**src/rtl/ps2_pkg.sv**
```systemverilog
// -----------------------------------------------------------------------------
// ps2_pkg
// Types and constants shared by the PS/2 host transmitter and keyboard receiver.
//   ps2_state_e  : host-to-device transmit FSM states
//   CMD_*        : host command bytes sent to the keyboard
//   RSP_*        : keyboard reply bytes
//   odd_parity() : PS/2 frame parity bit for a data byte
// -----------------------------------------------------------------------------
package ps2_pkg;

  typedef enum logic [2:0] {
    ST_IDLE,
    ST_INHIBIT,
    ST_REQ,
    ST_DATA,
    ST_PARITY,
    ST_STOP,
    ST_WAIT_IDLE
  } ps2_state_e;

  localparam logic [7:0] CMD_SET_LEDS = 8'hED;
  localparam logic [7:0] CMD_ENABLE   = 8'hF4;
  localparam logic [7:0] CMD_RESET    = 8'hFF;

  localparam logic [7:0] RSP_ACK      = 8'hFA;
  localparam logic [7:0] RSP_RESEND   = 8'hFE;

  // Parity bit that makes data plus parity contain an odd number of ones.
  function automatic logic odd_parity(input logic [7:0] data);
    return ~^data;
  endfunction

endpackage

```
**src/rtl/ps2_line_sync.sv**
```systemverilog
// -----------------------------------------------------------------------------
// ps2_line_sync
// Brings the raw ps2_clk / ps2_data pin levels into the clk domain through
// 2-flop synchronisers and flags edges on the synchronised clock line.
//   clk, reset  : system clock, asynchronous active-high reset
//   ps2_clk_i   : raw ps2_clk pin level
//   ps2_data_i  : raw ps2_data pin level
//   clk_s       : synchronised ps2_clk
//   data_s      : synchronised ps2_data
//   fall        : one-cycle flag, synchronised ps2_clk went 1 -> 0
//   rise        : one-cycle flag, synchronised ps2_clk went 0 -> 1
// -----------------------------------------------------------------------------
module ps2_line_sync (
  input  logic clk,
  input  logic reset,
  input  logic ps2_clk_i,
  input  logic ps2_data_i,
  output logic clk_s,
  output logic data_s,
  output logic fall,
  output logic rise
);

  logic clk_meta;
  logic data_meta;
  logic clk_prev;

  // Reset to 1: an idle open-drain bus floats high, so no false edge on exit.
  always_ff @(posedge clk or posedge reset) begin
    if (reset) begin
      clk_meta  <= 1'b1;
      clk_s     <= 1'b1;
      clk_prev  <= 1'b1;
      data_meta <= 1'b1;
      data_s    <= 1'b1;
    end else begin
      // NOTE: non-blocking assignments make every flop sample the pre-edge
      // value, which is exactly what turns this chain into a shift register.
      clk_meta  <= ps2_clk_i;
      clk_s     <= clk_meta;
      clk_prev  <= clk_s;
      data_meta <= ps2_data_i;
      data_s    <= data_meta;
    end
  end

  assign fall = clk_prev & ~clk_s;
  assign rise = ~clk_prev & clk_s;

endmodule

```
**src/rtl/ps2_host_tx.sv**
```systemverilog
// -----------------------------------------------------------------------------
// ps2_host_tx
// Host-to-device PS/2 transmitter. Inhibits the bus, issues a request-to-send,
// then shifts out 8 data bits (LSB first), odd parity and a stop bit on the
// device-generated clock, and finally checks the device's ack bit.
//   clk, reset   : system clock (pclk), asynchronous active-high reset
//   tx_data      : command byte
//   tx_valid     : request to send tx_data (ignored unless tx_ready)
//   tx_ready     : high only when idle
//   tx_done      : one-cycle pulse, frame acknowledged by the device
//   tx_error     : one-cycle pulse, watchdog timeout or missing ack
//   busy         : high whenever a transmission is in progress
//   ps2_clk_i    : raw ps2_clk pin level
//   ps2_data_i   : raw ps2_data pin level
//   ps2_clk_oe   : 1 = pull ps2_clk low, 0 = release
//   ps2_data_oe  : 1 = pull ps2_data low, 0 = release
// -----------------------------------------------------------------------------
module ps2_host_tx
  import ps2_pkg::*;
#(
  parameter int unsigned INHIBIT_CYCLES = 2440,
  parameter int unsigned TIMEOUT_CYCLES = 48800
) (
  input  logic       clk,
  input  logic       reset,
  input  logic [7:0] tx_data,
  input  logic       tx_valid,
  output logic       tx_ready,
  output logic       tx_done,
  output logic       tx_error,
  output logic       busy,
  input  logic       ps2_clk_i,
  input  logic       ps2_data_i,
  output logic       ps2_clk_oe,
  output logic       ps2_data_oe
);

  localparam int unsigned MAX_CYCLES =
    (INHIBIT_CYCLES > TIMEOUT_CYCLES) ? INHIBIT_CYCLES : TIMEOUT_CYCLES;
  localparam int unsigned TW = $clog2(MAX_CYCLES) + 1;
  localparam logic [TW-1:0] INHIBIT_LAST = TW'(INHIBIT_CYCLES - 1);
  localparam logic [TW-1:0] TIMEOUT_LAST = TW'(TIMEOUT_CYCLES - 1);

  logic clk_s;
  logic data_s;
  logic fall;
  logic rise;

  ps2_line_sync u_line_sync (
    .clk        (clk),
    .reset      (reset),
    .ps2_clk_i  (ps2_clk_i),
    .ps2_data_i (ps2_data_i),
    .clk_s      (clk_s),
    .data_s     (data_s),
    .fall       (fall),
    .rise       (rise)
  );

  ps2_state_e    state;
  logic [7:0]    shreg;
  logic          parity;
  logic [3:0]    bit_cnt;   // data bits already driven onto the bus
  logic [TW-1:0] timer;     // inhibit length in INHIBIT, watchdog afterwards
  logic          ack_ok;

  logic          watched;   // watchdog armed in this state
  logic          activity;  // device edge that restarts the watchdog

  // The device clock idles high for half a bit time between falls, so any
  // device edge restarts the watchdog. In REQ the only rise is the echo of
  // releasing our own inhibit, so there only a fall counts.
  always_comb begin
    // NOTE: defaults first so every path assigns both outputs; a missing
    // assignment in some branch would otherwise infer a latch.
    watched  = 1'b0;
    activity = 1'b0;
    case (state)
      ST_REQ: begin
        watched  = 1'b1;
        activity = fall;
      end
      ST_DATA, ST_PARITY, ST_STOP, ST_WAIT_IDLE: begin
        watched  = 1'b1;
        activity = fall | rise;
      end
      default: ;
    endcase
  end

  always_ff @(posedge clk or posedge reset) begin
    if (reset) begin
      state       <= ST_IDLE;
      shreg       <= '0;
      parity      <= 1'b0;
      bit_cnt     <= '0;
      timer       <= '0;
      ack_ok      <= 1'b0;
      ps2_clk_oe  <= 1'b0;
      ps2_data_oe <= 1'b0;
      tx_done     <= 1'b0;
      tx_error    <= 1'b0;
      busy        <= 1'b0;
      tx_ready    <= 1'b1;
    end else begin
      tx_done  <= 1'b0;
      tx_error <= 1'b0;

      // Watchdog. A fall in the expiry cycle counts as activity, so it wins;
      // the state case below overrides the abort when the frame completes.
      if (watched) begin
        if (activity) begin
          timer <= '0;
        end else if (timer == TIMEOUT_LAST) begin
          ps2_clk_oe  <= 1'b0;
          ps2_data_oe <= 1'b0;
          tx_error    <= 1'b1;
          busy        <= 1'b0;
          tx_ready    <= 1'b1;
          timer       <= '0;
          state       <= ST_IDLE;
        end else begin
          timer <= timer + 1'b1;
        end
      end

      case (state)
        ST_IDLE: begin
          if (tx_valid && tx_ready) begin
            shreg       <= tx_data;
            parity      <= odd_parity(tx_data);
            bit_cnt     <= '0;
            timer       <= '0;
            ps2_clk_oe  <= 1'b1;
            ps2_data_oe <= 1'b0;
            busy        <= 1'b1;
            tx_ready    <= 1'b0;
            state       <= ST_INHIBIT;
          end
        end

        ST_INHIBIT: begin
          if (timer == INHIBIT_LAST) begin
            // Release clk and pull data low in the same edge: the start bit.
            ps2_clk_oe  <= 1'b0;
            ps2_data_oe <= 1'b1;
            timer       <= '0;
            state       <= ST_REQ;
          end else begin
            timer <= timer + 1'b1;
          end
        end

        ST_REQ: begin
          if (fall) begin
            ps2_data_oe <= ~shreg[0];
            shreg       <= {1'b0, shreg[7:1]};
            bit_cnt     <= 4'd1;
            state       <= ST_DATA;
          end
        end

        ST_DATA: begin
          if (fall) begin
            if (bit_cnt == 4'd8) begin
              ps2_data_oe <= ~parity;
              state       <= ST_PARITY;
            end else begin
              ps2_data_oe <= ~shreg[0];
              shreg       <= {1'b0, shreg[7:1]};
              bit_cnt     <= bit_cnt + 4'd1;
            end
          end
        end

        ST_PARITY: begin
          if (fall) begin
            ps2_data_oe <= 1'b0;   // released line is the stop bit
            state       <= ST_STOP;
          end
        end

        ST_STOP: begin
          if (fall) begin
            ack_ok <= ~data_s;     // device pulls data low to acknowledge
            state  <= ST_WAIT_IDLE;
          end
        end

        ST_WAIT_IDLE: begin
          if (clk_s && data_s) begin
            tx_done  <= ack_ok;
            tx_error <= ~ack_ok;
            busy     <= 1'b0;
            tx_ready <= 1'b1;
            state    <= ST_IDLE;
          end
        end

        default: state <= ST_IDLE;
      endcase
    end
  end

endmodule

```
**config.mk**
```make
export PLATFORM = sky130hd
export DESIGN_NAME = ps2_host_tx
export DESIGN_NICKNAME = d
export VERILOG_FILES = /design/src/rtl/ps2_pkg.sv /design/src/rtl/ps2_line_sync.sv /design/src/rtl/ps2_host_tx.sv
export SDC_FILE = /design/constraint.sdc
export NUM_CORES = 1
export LEC_CHECK = 0
export BUFFER_PORTS_ARGS = -buffer_cell sky130_fd_sc_hd__buf_4
export CORE_ASPECT_RATIO = 0.75
export CORE_UTILIZATION = 35
export CTS_BUF_LIST = sky130_fd_sc_hd__clkbuf_8
export CTS_CLUSTER_SIZE = 12
export DETAILED_ROUTE_END_ITERATION = 8
export SLEW_MARGIN = 20
export SYNTH_ARGS = -nofsm -noshare
export SYNTH_HDL_FRONTEND = slang
export SYNTH_SLANG_ARGS = --single-unit
```
**constraint.sdc**
```tcl
create_clock -name clk -period 2.8 [get_ports clk]
set_input_delay 0.28 -clock clk [delete_from_list [all_inputs] [get_ports clk]]
set_output_delay 0.28 -clock clk [all_outputs]
set_load 0.1 [all_outputs]
```
## Yosys cells after proc, flatten, opt, wreduce, memory -nomap -nowiden

Index checks and enable logic that the tools add are counted.

- Add/sub/neg operators: 2
- Multipliers: 0
- Divide/modulo/power cells: 0
- Magnitude comparators: 0
- Equality and inequality tests: 13
- Shift-type cells: 0
- Multiplexer cells: 65
- Bitwise gates (word level): 9
- Reduce and logical (&&, ||, !) cells: 10

Operator list:

| cell | count |
|---|---|
| 17-bit two-way mux | 5 |
| 17-bit case mux with 2 select lines | 1 |
| 3-bit two-way mux | 11 |
| 1-bit two-way mux | 32 |
| 8-bit two-way mux | 4 |
| 8-bit case mux with 3 select lines | 1 |
| 3-bit case mux with 7 select lines | 1 |
| 17-bit by 1-bit adder with 17-bit output, second input constant | 1 |
| 17-bit by 12-bit == test with 1-bit output, second input constant | 1 |
| 17-bit by 16-bit == test with 1-bit output, second input constant | 1 |
| 4-bit two-way mux | 4 |
| 4-bit case mux with 3 select lines | 1 |
| 3-bit == test, second input constant | 3 |
| 2-bit != test, second input constant | 4 |
| 1-bit case mux with 2 select lines | 4 |
| 8-bit XNOR reduction | 1 |
| 3-bit by 2-bit == test with 1-bit output, second input constant | 2 |
| 1-bit inverter | 6 |
| 1-bit case mux with 5 select lines | 1 |
| 5-bit AND reduction | 1 |
| 5-bit OR reduction | 1 |
| 4-bit by 1-bit adder with 4-bit output, second input constant | 1 |
| 4-bit == test, second input constant | 1 |
| 2-bit AND reduction | 2 |
| 7 further kinds | 9 |

- Register bits after elaboration: 45
- Latch bits: 0
- Bits in writable memories: 0
- ROM bits: 0
- Input port bits: 13
- Output and inout bits: 6
- Word-level logic and storage cells: 116
- Memories: 0

## Longest topological paths before layout

Gate-level depths: netlist of the first run.

- Word-level depth: 9
- Depth in mapped cells: 8
- Depth with buffers taken out: 7

## Hierarchy

From an unflattened synthesis of the first run, not the netlist that was laid out.

- Cell total of the unflattened synthesis: 278
- Area, all modules: 2487.4 sq um

By module, submodules not included:

| module | times used | cells an instance | area an instance (sq um) | sequential area each (sq um) |
|---|---|---|---|---|
| ps2_host_tx | 1 | 270 | 2337.2 | 1002.2 |
| ps2_line_sync | 1 | 8 | 150.1 | 131.4 |

## Worst setup path before layout of the first run

OpenSTA, ideal clock, no wires.

- Path type: reg-to-reg
- Start: register timer[0]
- End: register state[0]
- Library setup time: 0.133 ns
- Arrival: 2.027 ns
- Data required time: 2.667 ns
- Slack: 0.640 ns
- Cell stages (with the launch flop): 7
- Path buffers: 0
- Period minus slack after synthesis: 2.160 ns
- Path through: dfrtp_1 -> ha_1 -> or4bb_1 -> or4_1 -> nor2b_4 -> o311ai_1 -> o21ai_1

- Word-level cells in the longest chain between the ends: 7
- Elaborated cells on any way between the ends: 14
- Classes of those cells: eq/ne (2); mux (12)

RTL lines:

| item | RTL line | RTL |
|---|---|---|
| start: declaration | ps2_host_tx.sv:64 | `logic [TW-1:0] timer;` |
| start signal: assignment | ps2_host_tx.sv:123 | `timer <= timer + 1'b1;` |
| start signal: assignment | ps2_host_tx.sv:150 | `timer <= timer + 1'b1;` |
| 17-bit by 16-bit == test with 1-bit output | ps2_host_tx.sv:114 | `end else if (timer == TIMEOUT_LAST) begin` |
| 3-bit two-way mux | ps2_host_tx.sv:114 |  |
| 3-bit two-way mux | ps2_host_tx.sv:112 | `if (activity) begin` |
| 3-bit two-way mux | ps2_host_tx.sv:111 | `if (watched) begin` |
| 3-bit two-way mux | ps2_host_tx.sv:165 | `if (bit_cnt == 4'd8) begin` |
| 3-bit two-way mux | ps2_host_tx.sv:164 | `if (fall) begin` |
| 3-bit case mux with 7 select lines * | ps2_host_tx.sv:127 | `case (state)` |
| end signal: assignment | ps2_host_tx.sv:121 | `state <= ST_IDLE;` |
| end signal: assignment | ps2_host_tx.sv:138 | `state <= ST_INHIBIT;` |
| end signal: assignment | ps2_host_tx.sv:167 | `state <= ST_PARITY;` |
| end: declaration | ps2_host_tx.sv:60 | `ps2_state_e state;` |

Every way passes the cells marked *; elsewhere a longest branch is shown, timed or not.
A chain may end at the register's enable or synchronous reset.

## Worst setup path after layout of the first run

- Start: register timer[0]
- End: register timer[10]

- Word-level cells in the longest chain between the ends: 6
- Elaborated cells on any way between the ends: 9
- Classes of those cells: add/sub (1); eq/ne (2); mux (6)

RTL lines:

| item | RTL line | RTL |
|---|---|---|
| 17-bit by 1-bit adder with 17-bit output / 17-bit by 16-bit == test with 1-bit output (equally long branches) | ps2_host_tx.sv:123, ps2_host_tx.sv:150, ps2_host_tx.sv:114 |  |
| 17-bit two-way mux | ps2_host_tx.sv:114 |  |
| 17-bit two-way mux | ps2_host_tx.sv:112 |  |
| 17-bit two-way mux | ps2_host_tx.sv:111 |  |
| 17-bit two-way mux | ps2_host_tx.sv:129 | `if (tx_valid && tx_ready) begin` |
| 17-bit case mux with 2 select lines * | ps2_host_tx.sv:127 |  |

Marks and branches as above.

==> impl_summary.log, run 1 <==
INFO  metric status = completed
INFO  metric reg2reg_setup_slack = 0.41 ns
INFO  metric die_area = 0.00763 mm²
INFO  metric report.power.total = a little under 2 mW
INFO  metric hold_path.startpoint = ps2_data_i
INFO  metric total_leakage_power = between 1 and 1.5 nW
INFO  metric startpoint_type = flop
INFO  metric total_power_per_unit_cell_area = slightly below 700 mW/mm²
INFO  metric finalHoldViolations = 0
INFO  metric final_layout_size_suffix_gt1_share = around an eighth
INFO  metric die_w = 101 µm
INFO  metric seq_area_frac_synth = around 44%
INFO  metric routed_wl = between 5 and 6 mm
INFO  metric wire_length_per_cell = 14.0 µm
INFO  metric ctsRootBufferMaster = clkbuf_8
INFO  metric vdd_drop_max = 0.000368 V
INFO  metric num_rows = 26
INFO  metric finalWeightedCongestion = ~0.85
INFO  metric grt_antenna_before_repair = 0
INFO  metric worst_setup_path_startpoint = timer[0]$_DFF_PP0_
INFO  metric remaining_drc_errors = 0
INFO  metric detailed_place_hpwl = 4.01 mm
INFO  metric crit_type = flop to flop
INFO  metric worstReg2RegEnd = timer[10]$_DFF_PP0_
INFO  metric critical_path.slowest_cell = or4_1
INFO  metric synthFlopType = dfrtp_1
INFO  metric detailed_routing_iteration_count_for_the_pre_antenna_repair_pass = 5
INFO  metric worst_skew_pair_latency = around 0.3 ns
INFO  metric setup-violations-final = 0
INFO  metric grt_first_pass_wirelength = 9.67 mm
INFO  metric clock-skew-final = 0.00712 ns
INFO  metric edff_count_synth = 0
INFO  metric clock_tree_from_tritoncts = done
INFO  metric core_outline_area = 0.00693 mm²
INFO  metric pin_count_of_the_biggest_net_entering_global_routing = between 40 and 50
INFO  metric synth_largest_area_cell = dfrtp_1
INFO  metric numClockSinks = 45
INFO  metric area_delta_synth_final = 12.1%
INFO  metric yosysUniqueCellTypes = 51
INFO  metric max_freq = roughly 420 MHz
INFO  metric final_critical_path_setup_slack = 0.412 ns
INFO  metric largest_driver_fanout_on_the_critical_path = 14
INFO  metric fin_nets = 325
INFO  metric detailedRoute.firstIterationViolations = 193
INFO  metric globalRouteOverflowTotal = 0
INFO  metric worst_path_largest_cell_delay = ~0.53 ns
INFO  metric unrepaired_setup_endpoints_after_global_routing = false
INFO  metric mostFrequentLayoutCell = nand2_1
INFO  metric cp_num_buf_inv = 0
INFO  metric area_share_of_the_largest_cell_type_after_synthesis = 38.3%
INFO  metric ratio_of_final_minimum_period_to_clock_period = 85.3%
INFO  metric hold_fix_buffer_count_after_cts = 0
INFO  metric maxSlewViolCount = 0
INFO  metric stages_on_the_worst_setup_path = 6
INFO  metric antenna_diode_count = 0
INFO  metric post-cts-setup-buffer-count = 0
INFO  metric actual_transition_at_the_worst_max_transition_pin = 0.948 ns
INFO  metric syn_nets = 310
INFO  metric cts-root-to-sink-buffers = 2
INFO  metric syn-cell-area = 0.00255 mm²
INFO  metric post_synth.cell_area_avg = 8.70 µm²
INFO  metric end_kind = flop
INFO  metric timing.hold.worst.class = primary input to flop
INFO  metric grtUsageTotal = 16.0%
INFO  metric synth_cells = 293
INFO  metric avgViaCountPerCell = 5.32
INFO  metric timing.critical_path.to = timer[10]$_DFF_PP0_
INFO  metric critical_path.top_delay_family = simple AND/OR/NAND/NOR gates
INFO  metric buffer_ports.inserted = 18
INFO  metric postCtsResizedCells = 0
INFO  metric timing.max_slew.rel_slack = a little under two fifths
INFO  metric routed-via-count = 2,167
INFO  metric io_pins = 19
INFO  metric max-cap-violations = 0
INFO  metric worstReg2RegStart = timer[0]$_DFF_PP0_
INFO  metric fill_cells = 692
INFO  metric start_util = 36.8%
INFO  metric cp.required = between 2 and 3 ns
INFO  metric detailedPlace.worstSlack = around 0.40 ns
INFO  metric chipHeight = 75.9 µm
INFO  metric setup_total_neg_slack = 0 ns
INFO  metric synth_top_cells_by_area = dfrtp_1 38%, nand2_1 7.2%, dfstp_2 6.2%, o21ai_0 3.9%, xnor2_1 3.4%
INFO  metric path_clk_slew = 0.09 ns
INFO  metric yosys_register_bits = 45
INFO  metric crit_chain = ha_1 > or4bb_1 > or4_1 > nor2b_4 > nor2_2 > o21ai_0
INFO  metric reg2reg_depth = 6
INFO  metric layout_min_cycle_time = 2.39 ns
INFO  metric cts_inserted_buffers = 5
INFO  metric cp_data_arrival_time = 2.56 ns
INFO  metric drt.antenna.violating_nets = 0
INFO  metric async_reset_ff_share = 100%
INFO  metric grt_pass1_vias = 1,935
INFO  metric most_frequent_cells_in_the_layout = 49 x nand2_1, 39 x dfrtp_1, 22 x buf_4, 20 x o21ai_0, 18 x nor2_1
INFO  metric cts_htree_levels = 2
INFO  metric yosys_warning_count = 0
==> worst min path at each step <==
stage | end | slack [ns] | depth (start not counted)
global placement | u_line_sync.data_s$_DFF_PP1_ | 0.35 | 0
detailed placement | u_line_sync.data_s$_DFF_PP1_ | 0.35 | 0
CTS | u_line_sync.data_meta$_DFF_PP1_ | 0.07 | 1
global route | u_line_sync.data_meta$_DFF_PP1_ | 0.05 | 1
floorplan | u_line_sync.clk_meta$_DFF_PP1_ | 0.28 | 0
finish | u_line_sync.data_meta$_DFF_PP1_ | 0.08 | 1
==> per-stage QoR <==
stage | cell area (µm²) | hold WS (ns) | util (%) | std cells
2_1_floorplan | 2550 | 0.284 | - | 293
3_3_place_gp | 2770 | 0.346 | 39.9 | 399
3_5_place_dp | 2770 | 0.347 | 39.9 | 399
4_1_cts | 2860 | 0.0657 | 41.2 | 407
5_1_grt | 2860 | 0.0538 | 41.2 | 407
6_report | 2860 | 0.0780 | 41.2 | 407
==> cells in the mapped netlist, types with 2 or more instances <==
cell type and count:
a21boi_0 3, a21oi_1 12, a31oi_1 13, and2_1 7, and3_1 6, and4_1 2
buf_6 2, clkbuf_1 10, dfrtp_1 39, dfstp_2 6, ha_1 4, inv_1 13
mux2i_1 3, nand2_1 49, nand2b_1 4, nand3_1 12, nand4_1 4, nand4b_1 2
nand4bb_1 2, nor2_1 18, nor2b_1 3, nor3_1 5, o211ai_1 2, o21a_1 2
o21ai_0 20, o21ai_1 3, o22ai_1 9, o31ai_1 2, or3_1 3, or4_1 2
xnor2_1 10, xor2_1 2
==> registers in the layout, summed over array words and instances (netlist names), 3 cells and up <==
name,flops
bit_cnt,4
state,3
shreg,8
timer,17
==> cells by family (layout without fill, tap and decap cells) <==
kind of cell,after synthesis,after routing,share of synthesized area [%]
and+or+nand+nor,127,127,25.5
AOI/OAI and AO/OA,75,75,18.1
DFF,45,45,44.5
buffers and inverters,27,43,4.61
xor gates and xnor gates,12,12,4.12
adders and majority gates,4,4,1.96
muxes,3,3,1.18
==> layer usage <==
layer	track usage, %	share of wire [%]
met1	26.7	52
met2	20.1	42
met3	3.41	5.7
met4	3.91	0.47
met5	0	0
==> worst register-to-register path: cells and delay by family, from the launching register on <==
family | cells | cell delay (ns)
compound gates | 1 | 0.13
fa+ha+maj | 1 | 0.31
flops | 1 | 0.44
simple gates | 4 | 1.38
==> where the power goes <==
group          internal (mW)  switching (mW)  total, mW
Sequential             0.777           0.143      0.920
Combinational          0.236           0.396      0.632
Clock                  0.177           0.231      0.408
Total                   1.19           0.770       1.96
==> layout make-up <==
class / count / area (µm²) / area share [%]
multi-input combinational: 221 / 1300 / 45.4
sequential: 45 / 1130 / 39.7
timing repair buffer: 22 / 165 / 5.78
tap: 98 / 123 / 4.29
clock buffer: 5 / 68.8 / 2.41
inverter: 13 / 48.8 / 1.71
clock inverter: 3 / 21.3 / 0.744
Note: power is estimated with default switching activity, not from simulation.
==> run 2: changes to the inputs <==
--- a/config.mk
+++ b/config.mk
@@ -7,10 +7,11 @@
 export LEC_CHECK = 0
 export BUFFER_PORTS_ARGS = -buffer_cell sky130_fd_sc_hd__buf_4
 export CORE_ASPECT_RATIO = 0.75
-export CORE_UTILIZATION = 35
+export CORE_UTILIZATION = 60
 export CTS_BUF_LIST = sky130_fd_sc_hd__clkbuf_8
 export CTS_CLUSTER_SIZE = 12
 export DETAILED_ROUTE_END_ITERATION = 8
+export PLACE_DENSITY = 0.8
 export SLEW_MARGIN = 20
 export SYNTH_ARGS = -nofsm -noshare
 export SYNTH_HDL_FRONTEND = slang
==> run 2 against run 1 <==
  * First-iteration DRC count is 21% higher
  * Maximum frequency fell by 0.94%
  * Sequential cell count unchanged
  * Critical path depth unchanged
  * Cell area fell by 1.2%
  * Clock-buffer cell count rose by 1
  * Sequential share of layout area grew 0.47 points
  * Power grew 1.7%
  * Sequential power about the same
  * Register-to-register slack worse by 0.02 ns
  * Final cell count decreased by 10%
  * Core utilization increased by 28 points
  * Critical path type unchanged
  * Critical endpoint is now timer[12]$_DFF_PP0_
  * Highest routed layer unchanged
==> impl_summary.log, run 2 (synthesis gave the netlist of run 1 again) <==
INFO  metric setup-violations-final = 0
INFO  metric buffer_ports.inserted = 18
INFO  metric start_util = between 60% and 70%
INFO  metric reg2reg_setup_slack = around 0.4 ns
INFO  metric detailed_routing_iteration_count_for_the_pre_antenna_repair_pass = 5
INFO  metric num_rows = 20
INFO  metric post-cts-setup-buffer-count = 0
INFO  metric remaining_drc_errors = 0
INFO  metric antenna_diode_count = 0
INFO  metric reg2reg_depth = 6
INFO  metric cp_data_arrival_time = 2.58 ns
INFO  metric ratio_of_final_minimum_period_to_clock_period = 86.1%
INFO  metric detailedPlace.worstSlack = around 0.44 ns
INFO  metric final-instance-count-excl-fill = 365
INFO  metric clock_tree_from_tritoncts = done
INFO  metric grt_antenna_before_repair = 0
INFO  metric actual_transition_at_the_worst_max_transition_pin = 0.552 ns
INFO  metric core_outline_area = between 0.004 and 0.005 mm²
INFO  metric io_pins = 19
INFO  metric timing.max_slew.rel_slack = 63.2%
INFO  metric status = completed
INFO  metric finalHoldViolations = 0
INFO  metric timing.critical_path.to = timer[12]$_DFF_PP0_
INFO  metric pin_count_of_the_biggest_net_entering_global_routing = 33
INFO  metric ctsRootBufferMaster = clkbuf_8
INFO  metric dr.max_layer_used = met4
INFO  metric routed_wl = 5.36 mm
INFO  metric globalRouteOverflowTotal = 0
INFO  metric net-switching-power = 0.779 mW
INFO  metric fin_nets = 326
INFO  metric clock-skew-final = 0.00852 ns
INFO  metric grt_first_pass_wirelength = 9.14 mm
INFO  metric timing.hold.worst.class = primary input to flop
INFO  metric die_w = ~77 µm
INFO  metric wl_met1 = 2.76 mm
INFO  metric switching_share = between 30% and 40%
INFO  metric layout_min_cycle_time = 2.41 ns
INFO  metric vdd_drop_max = between 0.0003 and 0.0004 V
INFO  metric finalWeightedCongestion = 0.869
INFO  metric met3RoutedLength = 347 µm
INFO  metric met2_length = 2.20 mm
INFO  metric final_critical_path_setup_slack = 0.390 ns
INFO  metric cp.required = about 3.0 ns
INFO  metric total_leakage_power = 1.25 nW
INFO  metric chipHeight = 58.4 µm
INFO  metric cts_htree_levels = 2
INFO  metric largest_registers = timer: 17 flops, shreg: 8 flops, bit_cnt: 4 flops
INFO  metric intPower = 1.21 mW
INFO  metric detailedRoute.firstIterationViolations = 234
INFO  metric numClockSinks = 45
INFO  metric largest-register = timer
INFO  metric max_freq = 415 MHz
INFO  metric total_power_per_unit_cell_area = between 700 and 800 mW/mm²
INFO  metric path_clk_slew = 0.09 ns
INFO  metric worst_setup_path_startpoint = timer[1]$_DFF_PP0_
INFO  metric end_kind = flop
INFO  metric seq_power_share = 46.2%
INFO  metric grt_pass1_vias = 1,890
INFO  metric largest_driver_fanout_on_the_critical_path = 14
INFO  metric number_of_flip_flops_under_the_largest_register_name = 17
INFO  metric cts-root-to-sink-buffers = 2
INFO  metric area_delta_synth_final = 10.8%
INFO  metric post-place-cells = 356
INFO  metric wire_length_per_cell = between 10 and 15 µm
INFO  metric most_frequent_cells_in_the_layout = 49 x nand2_1, 39 x dfrtp_1, 22 x buf_4, 20 x o21ai_0, 18 x nor2_1
INFO  metric unrepaired_setup_endpoints_after_global_routing = false
INFO  metric maxSlewViolCount = 0
INFO  metric combPwrFrac = 31.4%
INFO  metric drt.antenna.violating_nets = 0
INFO  metric die_area = 0.00452 mm²
INFO  metric postCtsResizedCells = 0
INFO  metric detailed_place_hpwl = ~3.8 mm
INFO  metric startpoint_type = flop
INFO  metric power_share_of_the_clock_group = 22.4%
INFO  metric worst_skew_pair_latency = 0.31 ns
INFO  metric worstReg2RegStart = timer[1]$_DFF_PP0_
INFO  metric mostFrequentLayoutCell = nand2_1
INFO  metric crit_type = flop to flop
INFO  metric final_layout_size_suffix_gt1_share = 12.9%
INFO  metric grtUsageTotal = between 20% and 30%
INFO  metric max-cap-violations = 0
INFO  metric worstReg2RegEnd = timer[12]$_DFF_PP0_
INFO  metric hold_path.startpoint = ps2_clk_i
INFO  metric routed-via-count = 2,173
INFO  metric avgViaCountPerCell = 5.95
INFO  metric cts_inserted_buffers = 5
INFO  metric setup_total_neg_slack = 0 ns
-- run 2: cell count changes in the layout (fill, tap and decap cells not counted), sizes merged --
cell         previous run  this run
clkbuf                  5         6
inv                    14        13
clkinv                  1         2
dlygate4sd3             0         1
clkinvlp                1         0
-- run 2: worst min path at each step --
| stage | to | slack (ns) | cells after the start |
|---|---|---|---|
| final | u_line_sync.clk_meta$_DFF_PP1_ | 0.07 | 1 |
| after global routing | u_line_sync.data_meta$_DFF_PP1_ | 0.06 | 1 |
| after CTS | u_line_sync.clk_meta$_DFF_PP1_ | 0.07 | 1 |
| after detailed placement | timer[11]$_DFF_PP0_ | 0.27 | 2 |
| after global placement | timer[6]$_DFF_PP0_ | 0.26 | 2 |
| after floorplan | u_line_sync.clk_meta$_DFF_PP1_ | 0.28 | 0 |
-- run 2: power by group through the flow --
| stage | Clock (mW) | Sequential, mW | Combinational [mW] |
|---|---|---|---|
| floorplan | 0 | 0.935 | 0.448 |
| global placement | 0 | 0.921 | 0.609 |
| detailed placement | 0 | 0.926 | 0.620 |
| CTS | 0.450 | 0.915 | 0.623 |
| global route | 0.473 | 0.940 | 0.702 |
| finish | 0.447 | 0.920 | 0.626 |
-- run 2: metrics by stage --
step	utilization, %	hold slack (ns)	power (mW)	instance area, µm²
finish	69.7	0.0676	1.99	2820
global route	69.7	0.0567	2.11	2820
CTS	69.7	0.0650	1.99	2820
detailed placement	66.9	0.273	1.55	2710
global placement	66.9	0.263	1.53	2710
floorplan	-	0.284	1.38	2550
-- run 2: cell type report --
cell class,instances,area (µm²)
Clock buffer,6,82.6
Clock inverter,2,17.5
Fill cell,335,1230
Inverter,13,48.8
Multi-Input combinational cell,221,1300
Sequential cell,45,1130
Tap cell,55,68.8
Timing Repair Buffer,23,175
-- run 2: worst max-delay path, cell delays in order, from the launching register on --
cell	delay [ns]
dfrtp_1	0.43
ha_1	0.28
or4bb_1	0.40
or4_1	0.53
nor2b_4	0.20
nor2_2	0.26
o21ai_0	0.16
-- run 2: per-layer routing --
metal	global-route usage, %	up-vias
met1	41.4	1003
li1	-	1076
met2	36.0	87
met4	8.63	0
met3	6.36	7
met5	0	-
-- run 2: repair_timing --
| item | in CTS | in global routing |
|---|---|---|
| setup endpoints to repair | 0 | 0 |
| endpoints found under the hold margin | 13 | 0 |
| hold buffers | 1 | 0 |
